### config.mk
export PLATFORM = sky130hd
export DESIGN_NAME = message_ring_node
export DESIGN_NICKNAME = d
export VERILOG_FILES = /design/src/rtl/router_pkg.sv /design/src/rtl/sync_fifo.sv /design/src/rtl/message_ring_node.sv
export SDC_FILE = /design/constraint.sdc
export NUM_CORES = 1
export LEC_CHECK = 0
export BUFFER_PORTS_ARGS = -buffer_cell sky130_fd_sc_hd__buf_4
export CAP_MARGIN = 20
export CELL_PAD_IN_SITES_DETAIL_PLACEMENT = 0
export CELL_PAD_IN_SITES_GLOBAL_PLACEMENT = 2
export CORE_AREA = 5 5 194 196
export CTS_CLUSTER_SIZE = 30
export DETAILED_ROUTE_END_ITERATION = 10
export DIE_AREA = 0 0 199 201
export PLACE_DENSITY = 0.85
export SLEW_MARGIN = 10
export SYNTH_ARGS = -nofsm -noshare
export SYNTH_HDL_FRONTEND = slang
export SYNTH_SLANG_ARGS = --single-unit
### constraint.sdc
create_clock -name clk_in -period 4.7 [get_ports clk_in]
set_input_delay 0.235 -clock clk_in [delete_from_list [all_inputs] [get_ports clk_in]]
set_output_delay 0.235 -clock clk_in [all_outputs]
set_load 0.05 [all_outputs]
### src/rtl/router_pkg.sv
// Message layout helpers shared by the ring node and the message router.
// A message is {payload, id}, with the destination id in the low bits.
package router_pkg;
  localparam int MSG_MAX_W = 128;
  localparam int ID_LSB    = 0;

  function automatic logic [MSG_MAX_W-1:0] msg_id(input logic [MSG_MAX_W-1:0] msg,
                                                  input int proc_bits);
    return (msg >> ID_LSB) & ({MSG_MAX_W{1'b1}} >> (MSG_MAX_W - proc_bits));
  endfunction

  function automatic logic [MSG_MAX_W-1:0] msg_payload(input logic [MSG_MAX_W-1:0] msg,
                                                       input int proc_bits,
                                                       input int data_size);
    return (msg >> (ID_LSB + proc_bits)) & ({MSG_MAX_W{1'b1}} >> (MSG_MAX_W - data_size));
  endfunction
endpackage

### src/rtl/sync_fifo.sv
// Single-clock FIFO with registered storage; head is visible the cycle after a push.
// Push while full and pop while empty are ignored.
module sync_fifo #(
  parameter int WIDTH = 32,
  parameter int DEPTH = 8
) (
  input  logic                     clk,
  input  logic                     rst,
  input  logic                     push,
  input  logic [WIDTH-1:0]         push_data,
  input  logic                     pop,
  output logic [WIDTH-1:0]         pop_data,
  output logic                     full,
  output logic                     empty,
  output logic [$clog2(DEPTH):0]   count
);
  localparam int AW = $clog2(DEPTH);

  logic [WIDTH-1:0] mem_q [DEPTH];
  logic [AW-1:0]    wr_ptr_q, wr_ptr_d, rd_ptr_q, rd_ptr_d;
  logic [AW:0]      count_q, count_d;
  logic             do_push, do_pop;

  assign full     = (count_q == (AW+1)'(DEPTH));
  assign empty    = (count_q == '0);
  assign count    = count_q;
  assign pop_data = mem_q[rd_ptr_q];

  always_comb begin
    do_push  = push && !full;
    do_pop   = pop && !empty;
    wr_ptr_d = wr_ptr_q + AW'(do_push);
    rd_ptr_d = rd_ptr_q + AW'(do_pop);
    count_d  = count_q;
    if (do_push && !do_pop)      count_d = count_q + 1'b1;
    else if (do_pop && !do_push) count_d = count_q - 1'b1;
  end

  always_ff @(posedge clk) begin
    if (rst) begin
      wr_ptr_q <= '0;
      rd_ptr_q <= '0;
      count_q  <= '0;
    end else begin
      wr_ptr_q <= wr_ptr_d;
      rd_ptr_q <= rd_ptr_d;
      count_q  <= count_d;
    end
  end

  always_ff @(posedge clk) begin
    if (do_push && !rst) mem_q[wr_ptr_q] <= push_data;
  end
endmodule

### src/rtl/message_ring_node.sv
// Ring node: delivers messages addressed to this node, forwards the rest, and
// injects round-robin-arbitrated local requests into idle output slots.
module message_ring_node
  import router_pkg::*;
#(
  parameter int                   PROC_BITS  = 4,
  parameter int                   DATA_SIZE  = 32,
  parameter logic [PROC_BITS-1:0] PROC_ID    = '0,
  parameter int                   NUM_CH     = 4,
  parameter int                   FIFO_DEPTH = 8
) (
  input  logic                            clk_in,
  input  logic                            rst_in,
  input  logic [NUM_CH-1:0]               req_valid_in,
  input  logic [NUM_CH*DATA_SIZE-1:0]     req_addr_in,
  input  logic [NUM_CH*PROC_BITS-1:0]     req_dst_in,
  output logic [NUM_CH-1:0]               req_ready_out,
  input  logic                            ring_valid_in,
  input  logic [DATA_SIZE+PROC_BITS-1:0]  ring_msg_in,
  output logic                            ring_ready_out,
  output logic                            ring_valid_out,
  output logic [DATA_SIZE+PROC_BITS-1:0]  ring_msg_out,
  input  logic                            ring_ready_in,
  output logic                            deliver_valid_out,
  output logic [DATA_SIZE-1:0]            deliver_data_out,
  input  logic                            deliver_ready_in,
  output logic [$clog2(FIFO_DEPTH):0]     fifo_count_out
);
  localparam int MSG_W = DATA_SIZE + PROC_BITS;
  localparam int PTR_W = (NUM_CH > 1) ? $clog2(NUM_CH) : 1;

  logic [MSG_W-1:0]     slot_msg_q, slot_msg_d;
  logic                 slot_vld_q, slot_vld_d;
  logic [PTR_W-1:0]     rr_ptr_q, rr_ptr_d;
  logic [MSG_MAX_W-1:0] id_ext, pay_ext;
  logic [PROC_BITS-1:0] in_id;
  logic [DATA_SIZE-1:0] in_payload;
  logic                 in_is_hit, slot_free, pass_acc, hit_acc, inj_ok, inject;
  logic                 grant_found;
  logic [PTR_W-1:0]     grant_idx;
  logic                 fifo_full, fifo_empty;
  logic                 unused_ok;
  int                   idx;

  assign id_ext     = msg_id(MSG_MAX_W'(ring_msg_in), PROC_BITS);
  assign pay_ext    = msg_payload(MSG_MAX_W'(ring_msg_in), PROC_BITS, DATA_SIZE);
  assign in_id      = id_ext[PROC_BITS-1:0];
  assign in_payload = pay_ext[DATA_SIZE-1:0];
  assign unused_ok  = ^{id_ext[MSG_MAX_W-1:PROC_BITS], pay_ext[MSG_MAX_W-1:DATA_SIZE]};

  assign in_is_hit      = (in_id == PROC_ID);
  assign slot_free      = !slot_vld_q || ring_ready_in;
  assign ring_ready_out = !rst_in && (in_is_hit ? !fifo_full : slot_free);
  assign hit_acc        = ring_valid_in && in_is_hit && ring_ready_out;
  assign pass_acc       = ring_valid_in && !in_is_hit && ring_ready_out;
  // Pass-through traffic always wins the output slot over local injection.
  assign inj_ok         = !rst_in && slot_free && !pass_acc;
  assign inject         = inj_ok && grant_found;
  assign ring_valid_out = slot_vld_q;
  assign ring_msg_out   = slot_msg_q;

  always_comb begin
    grant_found = 1'b0;
    grant_idx   = '0;
    idx         = 0;
    for (int k = 0; k < NUM_CH; k++) begin
      idx = int'(rr_ptr_q) + k;
      if (idx >= NUM_CH) idx = idx - NUM_CH;
      if (!grant_found && req_valid_in[idx]) begin
        grant_found = 1'b1;
        grant_idx   = PTR_W'(idx);
      end
    end
  end

  always_comb begin
    req_ready_out = '0;
    if (inject) req_ready_out[grant_idx] = 1'b1;
  end

  always_comb begin
    slot_msg_d = slot_msg_q;
    slot_vld_d = slot_vld_q;
    rr_ptr_d   = rr_ptr_q;
    if (pass_acc) begin
      slot_msg_d = ring_msg_in;
      slot_vld_d = 1'b1;
    end else if (inject) begin
      slot_msg_d = {req_addr_in[grant_idx*DATA_SIZE +: DATA_SIZE],
                    req_dst_in[grant_idx*PROC_BITS +: PROC_BITS]};
      slot_vld_d = 1'b1;
    end else if (ring_ready_in) begin
      slot_vld_d = 1'b0;
    end
    if (inject) rr_ptr_d = (int'(grant_idx) == NUM_CH - 1) ? '0 : grant_idx + 1'b1;
  end

  always_ff @(posedge clk_in) begin
    if (rst_in) begin
      slot_msg_q <= '0;
      slot_vld_q <= 1'b0;
      rr_ptr_q   <= '0;
    end else begin
      slot_msg_q <= slot_msg_d;
      slot_vld_q <= slot_vld_d;
      rr_ptr_q   <= rr_ptr_d;
    end
  end

  sync_fifo #(
    .WIDTH (DATA_SIZE),
    .DEPTH (FIFO_DEPTH)
  ) u_deliver_fifo (
    .clk       (clk_in),
    .rst       (rst_in),
    .push      (hit_acc),
    .push_data (in_payload),
    .pop       (deliver_ready_in),
    .pop_data  (deliver_data_out),
    .full      (fifo_full),
    .empty     (fifo_empty),
    .count     (fifo_count_out)
  );

  assign deliver_valid_out = !fifo_empty;
endmodule
; ---- Yosys cells after proc, flatten, opt, wreduce, memory -nomap -nowiden
; Memories as Yosys holds them, arrays and structs flattened. A register that Yosys moved wholly into a read port is not among the register bits.
; Cells that the tools add are included.
[totals]
ram_bits = 256
in_bits = 189
regBits = 49
mem_count = 1
out_inout_bits = 79
elab_cells = 106
[op_classes]
n_shift = 2
eq_ne = 2
order_cmp = 10
mux = 39
n_reduce_logical = 34
n_addsub = 12
[mem_list]
columns = name, words, word_bits, read_ports, rd_clocked_by_memory_dff, wr, line
row1 = u_deliver_fifo.mem_q, 8, 32, 1, 1, 1, sync_fifo.sv:19  ; logic [WIDTH-1:0] mem_q [DEPTH];
[ops]
columns = operator, n
row1 = $lt A32 B4 Y1 const B, 4
row2 = $mux W32, 4
row3 = $shiftx A128 B8 Y32, 1
row4 = $mux W36, 2
row5 = $mux W1, 19
row6 = $logic_and A1 B1 Y1, 17
row7 = $shiftx A16 B5 Y4, 1
row8 = $mux W4, 3
row9 = $sub A3 B3 Y4 const B, 3
row10 = $logic_not A1 Y1, 11
row11 = $mux W2, 5
row12 = $ge A3 B3 Y1 const B, 3
row13 = $bmux W1 S2, 4
row14 = $logic_not A4 Y1, 2
row15 = $add A2 B2 Y3 const B, 2
row16 = $add A3 B1 Y3, 2
row17 = $add A4 B1 Y4 const B, 1
row18 = $eq A4 B4 Y1 const B, 1
row19 = $reduce_bool A2 Y1, 2
row20 = $sub A2 B3 Y4 const B, 1
row21 = $sub A4 B1 Y4 const B, 1
row22 = $add A2 B1 Y3 const B, 1
row23 = $ge A2 B3 Y1 const B, 1
row24 = $lt A2 B3 Y1 const B, 1
row25 = 7 further kinds, 7

; ---- Depth between registers and ports, before layout
; Gate-level depths: netlist of run 1.
[depth]
word_depth = 20
ltp_mapped = 12

; ---- By module
; From an unflattened synthesis of run 1, not the netlist that was laid out.
[hier_totals]
cells_unflattened = 844
area_unflattened_um2 = 13518.0
[by_module_without_submodules]
columns = mod, n_inst, cells_per_inst, area_per_inst_um2
row1 = sync_fifo, 1, 433, 10386.2
row2 = message_ring_node, 1, 411, 3131.8

; ---- Worst setup path before layout of run 1
; No wires, ideal clock.
[synth_timing]
kind = reg2reg
start = reg u_deliver_fifo.count_q[0] (netlist: u_deliver_fifo.count[0])
end = mem u_deliver_fifo.mem_q[0][0], enable pin
required_ns = 4.239
period_less_slack_ns = 3.963
path_slack_ns = 0.737
stages_incl_launch_ff = 6
path_buffers = 0
setup_ns = 0.461
arrival_ns = 3.501
cell_sequence = dfxtp_1 nor3_1 nand2_1 and3b_1 nand2b_1 nor3_1
[synth_via]
elab_chain_cells = 9
[synth_lines]
columns = element, line
row1 = from (decl), sync_fifo.sv:21  ; logic [AW:0] count_q, count_d;
row2 = from (signal assigned), sync_fifo.sv:47  ; count_q <= count_d;
row3 = $eq A4 B4 Y1 *, sync_fifo.sv:24  ; assign full = (count_q == (AW+1)'(DEPTH));
row4 = $logic_not A1 Y1 *, "sync_fifo.sv:30, message_ring_node.sv:53"
row5 = $mux W1, message_ring_node.sv:53  ; assign ring_ready_out = !rst_in && (in_is_hit ? !fifo_full : slot_free);
row6 = $logic_and A1 B1 Y1, message_ring_node.sv:53
row7 = $logic_and A1 B1 Y1, message_ring_node.sv:54  ; assign hit_acc = ring_valid_in && in_is_hit && ring_ready_out;
row8 = $logic_and A1 B1 Y1 *, sync_fifo.sv:30  ; do_push = push && !full;
row9 = $logic_and A1 B1 Y1 *, sync_fifo.sv:52  ; if (do_push && !rst) mem_q[wr_ptr_q] <= push_data;
row10 = $mux W1 *, sync_fifo.sv:52
row11 = $mux W1 (not written as such) *, sync_fifo.sv:52
row12 = to (decl), sync_fifo.sv:19
; Mark *: on every way between the ends. The rest lies on a longest branch, timed or not.

==> results.py, run 1 <==
metrics = {
    "outcome": {
        "status": "finished, final reports clean",
    },
    "synth": {
        "synthArstFlopShare_pct": 0,
        "syn_nets": 1101,
        "synth_edf_count": 256,
        "ys_ff_latch": 305,
        "netlist_instances": 900,
        "yosysWarnings": 0,
        "synth_flop_cell": "edfxtp_1",
        "netlist_area_um2": 13400,
        "yosys.area.top_type_share_pct": 57.5,
        "synthTopCellsByCount": "256 x edfxtp_1, 75 x o21ai_0, 73 x nand3_1",
        "synthTopCellsByArea": "edfxtp_1 58%, mux4_2 11%, dfxtp_1 7.3%",
        "synth.most_common_cell": "edfxtp_1",
        "synth.yosys.seq_area_share_pct": 64.8,
        "ys_types": 45,
        "yosysTopAreaCell": "edfxtp_1",
        "avgSynthCellArea_um2": 14.9,
    },
    "setup_path": {
        "cp_common_cell": "buf_4",
        "cp-start-kind": "register",
        "critPathSlowestCell": "dfxtp_4",
        "end_kind": "output port",
        "arrival_ps": 2950,
        "required_ps": 4470,
        "crit_buf_inv": 2,
        "path_cells": "buf_4 > mux4_2 > mux2_2 > buf_4",
        "critical_path.max_stage_delay_ps": 880,
        "crit_type": "register to output port",
        "cp_top_family": "flip-flops",
        "cp_max_fo": 42,
    },
    "placement": {
        "gp_congestion": 0.791,
        "placed_area_um2": 15900,
        "dp_hpwl_mm": 26.2,
        "dp_slack_ps": 1720,
        "io_buffers": 267,
    },
    "drt": {
        "drtPass1Iterations": 4,
        "wl_per_cell_um": 23.5,
        "drc_errors": 0,
        "routed_wl_mm": 39.3,
        "via_per_inst": 5.46,
        "ant_nets": 0,
        "via_count": 9132,
        "drt_iter0_markers": 559,
    },
    "floorplanning": {
        "io_pins": 268,
        "num_rows": 70,
        "start_util_pct": 37.2,
        "die_w_um": 199,
        "fp.dieArea_um2": 40000,
        "fp.dieH_um": 201,
        "core_area_um2": 35900,
    },
    "clock_tree": {
        "ctsResizeCount": 0,
        "cts_tree": "yes",
        "clockBufferDepth": 3,
        "cts_num_sinks": 305,
        "clock_latency_ps": 550,
        "postCtsSetupRepairBufs": 0,
        "htreeDepth": 1,
        "clkTransAtPathRegs_ps": 60,
        "cts-root-buf": "clkbuf_16",
        "cts_buffers": 31,
    },
    "job": {
        "cap_violations": 0,
    },
    "timing": {
        "max_slew_margin_pct": 29.3,
        "setup_viol": 0,
        "worst_pin_slew_ps": 1060,
        "layout_min_cycle_time_ps": 3180,
        "hold_viol": 0,
        "fin_tns_setup_ps": 0,
        "drv_slew": 0,
        "fin_skew_ps": 15.9,
        "worst_slack_ps": 1520,
        "clock.fmax_mhz": 314,
        "rsz0062_at_grt": "false",
        "finalCritPeriodShare_pct": 67.7,
    },
    "global_route": {
        "grt_max_degree": 70,
        "antenna_found_initial": 0,
        "grt_pass1_vias": 9438,
        "overflow": 0,
        "grt_pass1_wl_mm": 58.8,
        "track_usage_pct": 19.0,
    },
    "final_layout": {
        "diodes": 0,
        "drive_gt1_share_pct": 37.7,
        "syn_to_final_growth_pct": 29.4,
        "num-nets-final": 1380,
        "stdcell_area_um2": 17300,
    },
    "power_and_ir_drop": {
        "swShare_pct": 30.5,
        "pwr-share-clk_pct": 32.5,
        "irDropWorstVdd_v": 0.000312,
        "p_int_w": 0.00531,
        "p_leak_nw": 6.06,
        "power.share.sequential_pct": 41.4,
        "switching_power_w": 0.00234,
        "p_per_area_nw_per_um2": 442,
        "power_frac_comb_pct": 26.1,
    },
    "worst_hold_path": {
        "hold_path.class": "input pin to register",
    },
}
-- worst reg2reg max path, delay by kind of cell (launching register included) --
family	cells	cell delay [ps]
AND/OR/NAND/NOR	2	560
buffers and inverters	1	520
flip-flops	1	330
AO/OA/AOI/OAI	3	1210
-- sequential cells by signal, indices dropped and copies added (netlist names) --
| signal | flops |
|---|---|
| rr_ptr_q | 2 |
| u_deliver_fifo.mem_q | 256 |
| u_deliver_fifo.rd_ptr_q | 3 |
| u_deliver_fifo.count | 4 |
| u_deliver_fifo.wr_ptr_q | 3 |
| ring_msg_out | 36 |
| ring_valid_out | 1 |
-- layout make-up --
class	instances	area [µm²]
Fill cell	3129	18600
Inverter	5	18.8
Tap cell	468	586
Multi-Input combinational cell	518	4460
Sequential cell	305	8680
Timing Repair Buffer	318	2510
Clock inverter	25	263
Clock buffer	32	779
-- through the flow --
step                std cells  utilization [%]  power (W)  hold slack, ps
global placement         1579             44.2    0.00521             474
finish                   1671             48.2    0.00765            69.3
detailed placement       1579             44.2    0.00522             486
floorplan                 900                -    0.00453             334
global route             1671             48.2    0.00796            64.5
CTS                      1669             48.0    0.00773            46.1
-- final timing paths --
path         slack (ps)  cells after the start                                  start                       endpoint
min                  70                      4                        req_addr_in[86]  ring_msg_out[26]$_SDFFE_PP0P_
max                1520                      4  u_deliver_fifo.rd_ptr_q[0]$_SDFF_PP0_           deliver_data_out[27]
max reg2reg        1970                      6               rr_ptr_q[0]$_SDFFE_PP0P_  ring_msg_out[19]$_SDFFE_PP0P_
min reg2reg         500                      2            ring_valid_out$_SDFFE_PP0P_    ring_valid_out$_SDFFE_PP0P_
-- power groups by stage --
stage               Combinational (W)  Clock [W]  Sequential, W
finish                        0.00199    0.00249        0.00317
detailed placement            0.00198          0        0.00323
global route                  0.00212    0.00265        0.00319
floorplan                     0.00126          0        0.00327
global placement              0.00198          0        0.00323
CTS                           0.00202    0.00254        0.00318
-- layer usage --
layer | vias to the layer above | share of wire [%] | wire, µm | global-route usage [%]
li1 | 4136 | - | - | -
met1 | 4614 | 42 | 16700 | 26.7
met3 | 46 | 6.5 | 2550 | 3.19
met5 | - | 0 | 0 | 0
met2 | 336 | 49 | 19400 | 31.5
met4 | 0 | 1.7 | 684 | 4.03
-- cell families (layout without fill, tap and decap cells) --
kind of cell	after synthesis	count (layout)	synth area share, %
xor gates and xnor gates	5	5	0.328
adders and majority gates	12	12	1.18
buffers and inverters	77	380	2.43
and+or+nand+nor	171	171	6.30
muxes	97	97	13.6
DFF	305	305	64.8
AOI/OAI and AO/OA	233	233	11.4
-- cells in the final DEF, fill, tap and decap left out, types with 5 or more instances in the layout --
cell / n
a21o_1: 69
nand2_1: 6
buf_4: 283
nor2_4: 6
nor2b_1: 6
ha_1: 11
nand2b_1: 6
nand3_1: 73
nor2_1: 49
bufinv_16: 5
mux4_2: 64
mux2_2: 32
a311oi_1: 34
o21ai_0: 75
clkbuf_16: 31
dlygate4sd3_1: 33
clkinv_1: 8
inv_1: 5
a21oi_1: 44
dfxtp_1: 46
edfxtp_1: 256
clkinv_2: 5
-- timing repair --
item                                    4_1_cts  5_1_grt
hold buffers                                 33        0
endpoints found under the setup margin        0        0
hold endpoints to repair                    257        0
(Power assumes the default switching activity.)
==> run 2, diff against run 1 <==
--- a/config.mk
+++ b/config.mk
@@ -9,11 +9,11 @@
 export CAP_MARGIN = 20
 export CELL_PAD_IN_SITES_DETAIL_PLACEMENT = 0
 export CELL_PAD_IN_SITES_GLOBAL_PLACEMENT = 2
-export CORE_AREA = 5 5 194 196
+export CORE_AREA = 5 5 202 204
 export CTS_CLUSTER_SIZE = 30
 export DETAILED_ROUTE_END_ITERATION = 10
-export DIE_AREA = 0 0 199 201
-export PLACE_DENSITY = 0.85
+export DIE_AREA = 0 0 207 209
+export PLACE_DENSITY = 0.82
 export SLEW_MARGIN = 10
 export SYNTH_ARGS = -nofsm -noshare
 export SYNTH_HDL_FRONTEND = slang
==> constraint.sdc (replaced) <==
create_clock -name clk_in -period 2.75 [get_ports clk_in]
set_input_delay 0.1375 -clock clk_in [delete_from_list [all_inputs] [get_ports clk_in]]
set_output_delay 0.1375 -clock clk_in [all_outputs]
set_load 0.05 [all_outputs]
==> results.py, run 2 (same netlist as run 1, synthesis figures left out) <==
metrics = {
    "clock_tree": {
        "cts_num_sinks": 305,
        "clkTransAtPathRegs_ps": 60,
        "clockBufferDepth": 3,
        "htreeDepth": 1,
        "cts_buffers": 31,
        "clock_latency_ps": 550,
        "postCtsSetupRepairBufs": 0,
        "cts_tree": "yes",
        "cts-root-buf": "clkbuf_16",
    },
    "global_route": {
        "grt_pass1_wl_mm": 63.5,
        "track_usage_pct": 18.9,
        "antenna_found_initial": 1,
        "overflow": 0,
        "grt_pass1_vias": 10100,
        "grt_max_degree": 48,
    },
    "timing": {
        "setup_viol": 0,
        "layout_min_cycle_time_ps": 2670,
        "fin_tns_setup_ps": 0,
        "clock.fmax_mhz": 375,
        "max_slew_margin_pct": 55.0,
        "drv_slew": 0,
        "holdWs_ps": 20.0,
        "fin_skew_ps": 12.2,
        "hold_viol": 0,
        "worst_pin_slew_ps": 672,
        "worst_slack_ps": 82.2,
        "finalCritPeriodShare_pct": 97.0,
    },
    "setup_path": {
        "cp_max_fo": 22,
        "cp-start-kind": "register",
        "reg2reg_from": "rr_ptr_q[0]$_SDFFE_PP0P_",
        "endpoint": "ring_msg_out[2]$_SDFFE_PP0P_",
        "crit_start": "rr_ptr_q[0]$_SDFFE_PP0P_",
        "rr_worst_depth": 7,
        "crit_type": "register to register",
        "r2r_end": "ring_msg_out[2]$_SDFFE_PP0P_",
        "arrival_ps": 3160,
        "end_kind": "register",
        "required_ps": 3240,
        "r2r_slack_ps": 80,
    },
    "final_layout": {
        "stdcell_area_um2": 18700,
        "drive_gt1_share_pct": 36.5,
        "layout_common_cells": "297 x buf_4, 256 x edfxtp_1, 130 x dlygate4sd3_1",
        "final_common_cell": "buf_4",
        "syn_to_final_growth_pct": 39.6,
        "num-nets-final": 1502,
        "largest_reg_flops": 256,
        "largest-register": "u_deliver_fifo.mem_q",
        "fillers": 3472,
    },
    "floorplanning": {
        "core_area_um2": 39100,
        "fp.dieH_um": 209,
        "die_w_um": 207,
        "io_pins": 268,
        "start_util_pct": 34.2,
        "num_rows": 73,
        "fp.dieArea_um2": 43300,
    },
    "placement": {
        "dp_hpwl_mm": 27.7,
        "io_buffers": 267,
        "placed_area_um2": 16300,
        "gp_congestion": 0.800,
        "dp_slack_ps": 257,
    },
    "drt": {
        "drtPass1Iterations": 5,
        "via_count": 9664,
        "routed_wl_mm": 42.6,
        "drc_errors": 0,
        "drt_iter0_markers": 538,
        "wl_per_cell_um": 23.0,
        "ant_nets": 0,
        "via_per_inst": 5.22,
    },
    "job": {
        "cap_violations": 0,
    },
    "power_and_ir_drop": {
        "p_leak_nw": 6.54,
        "p_per_area_nw_per_um2": 702,
        "irDropWorstVdd_v": 0.000537,
    },
    "worst_hold_path": {
        "hold_path.class": "input pin to register",
    },
    "outcome": {
        "status": "finished, final reports clean",
    },
}
[run 2: worst min path at each step]
stage                                                 end  cells after the start  slack, ps             from
floorplan            u_deliver_fifo.mem_q[0][0]$_DFFE_PP_                      0        240   ring_msg_in[4]
global placement    u_deliver_fifo.mem_q[6][10]$_DFFE_PP_                      1        380  ring_msg_in[14]
detailed placement  u_deliver_fifo.mem_q[1][31]$_DFFE_PP_                      1        390  ring_msg_in[35]
CTS                         ring_msg_out[19]$_SDFFE_PP0P_                      4       0.01  req_addr_in[15]
global route                ring_msg_out[19]$_SDFFE_PP0P_                      4        0.9  req_addr_in[15]
finish                      ring_msg_out[19]$_SDFFE_PP0P_                      4         20  req_addr_in[15]
[run 2: routing by layer]
layer	global-route usage, %	routed length (µm)
met3	4.07	2970
met4	3.90	651
met5	0	0
met2	31.4	20700
met1	26.1	18300
[run 2: what timing repair did]
action                                 4_1_cts  5_1_grt
endpoints found under the hold margin      291        0
gates resized for setup                      0        7
hold buffers                               130        0
setup endpoints to repair                    0       23
[run 2: critical path, stage by stage, from the launching register on]
cell and delay, ps:
dfxtp_1 330, and2b_1 380, o21ba_4 320, buf_4 300
o21ai_0 170, a21o_1 210, a311oi_1 270, dlygate4sd3_1 600
[run 2: layout make-up]
cell class | instances | area, µm² | share of cell area, %
Clock inverter | 12 | 97.6 | 0.523
Clock buffer | 46 | 902 | 4.83
Sequential cell | 305 | 8680 | 46.5
Multi-Input combinational cell | 518 | 4510 | 24.2
Timing Repair Buffer | 440 | 3790 | 20.3
Inverter | 5 | 18.8 | 0.101
Tap cell | 525 | 657 | 3.52
Antenna cell | 1 | 2.50 | 0.0134
[run 2: per-stage QoR]
stage | utilization, % | std cells | power, W
after floorplan | - | 900 | 0.00775
after global placement | 41.8 | 1663 | 0.00898
after detailed placement | 41.8 | 1663 | 0.00899
after CTS | 47.6 | 1851 | 0.0132
after global routing | 47.7 | 1852 | 0.0137
final | 47.7 | 1852 | 0.0131
[run 2: power breakdown]
group	total [W]	internal (W)	leakage, nW	switching [W]
Combinational	0.00379	0.00161	3.35	0.00218
Clock	0.00408	0.00236	0.484	0.00173
Sequential	0.00524	0.00512	2.71	0.000117
Total	0.0131	0.00909	6.54	0.00402
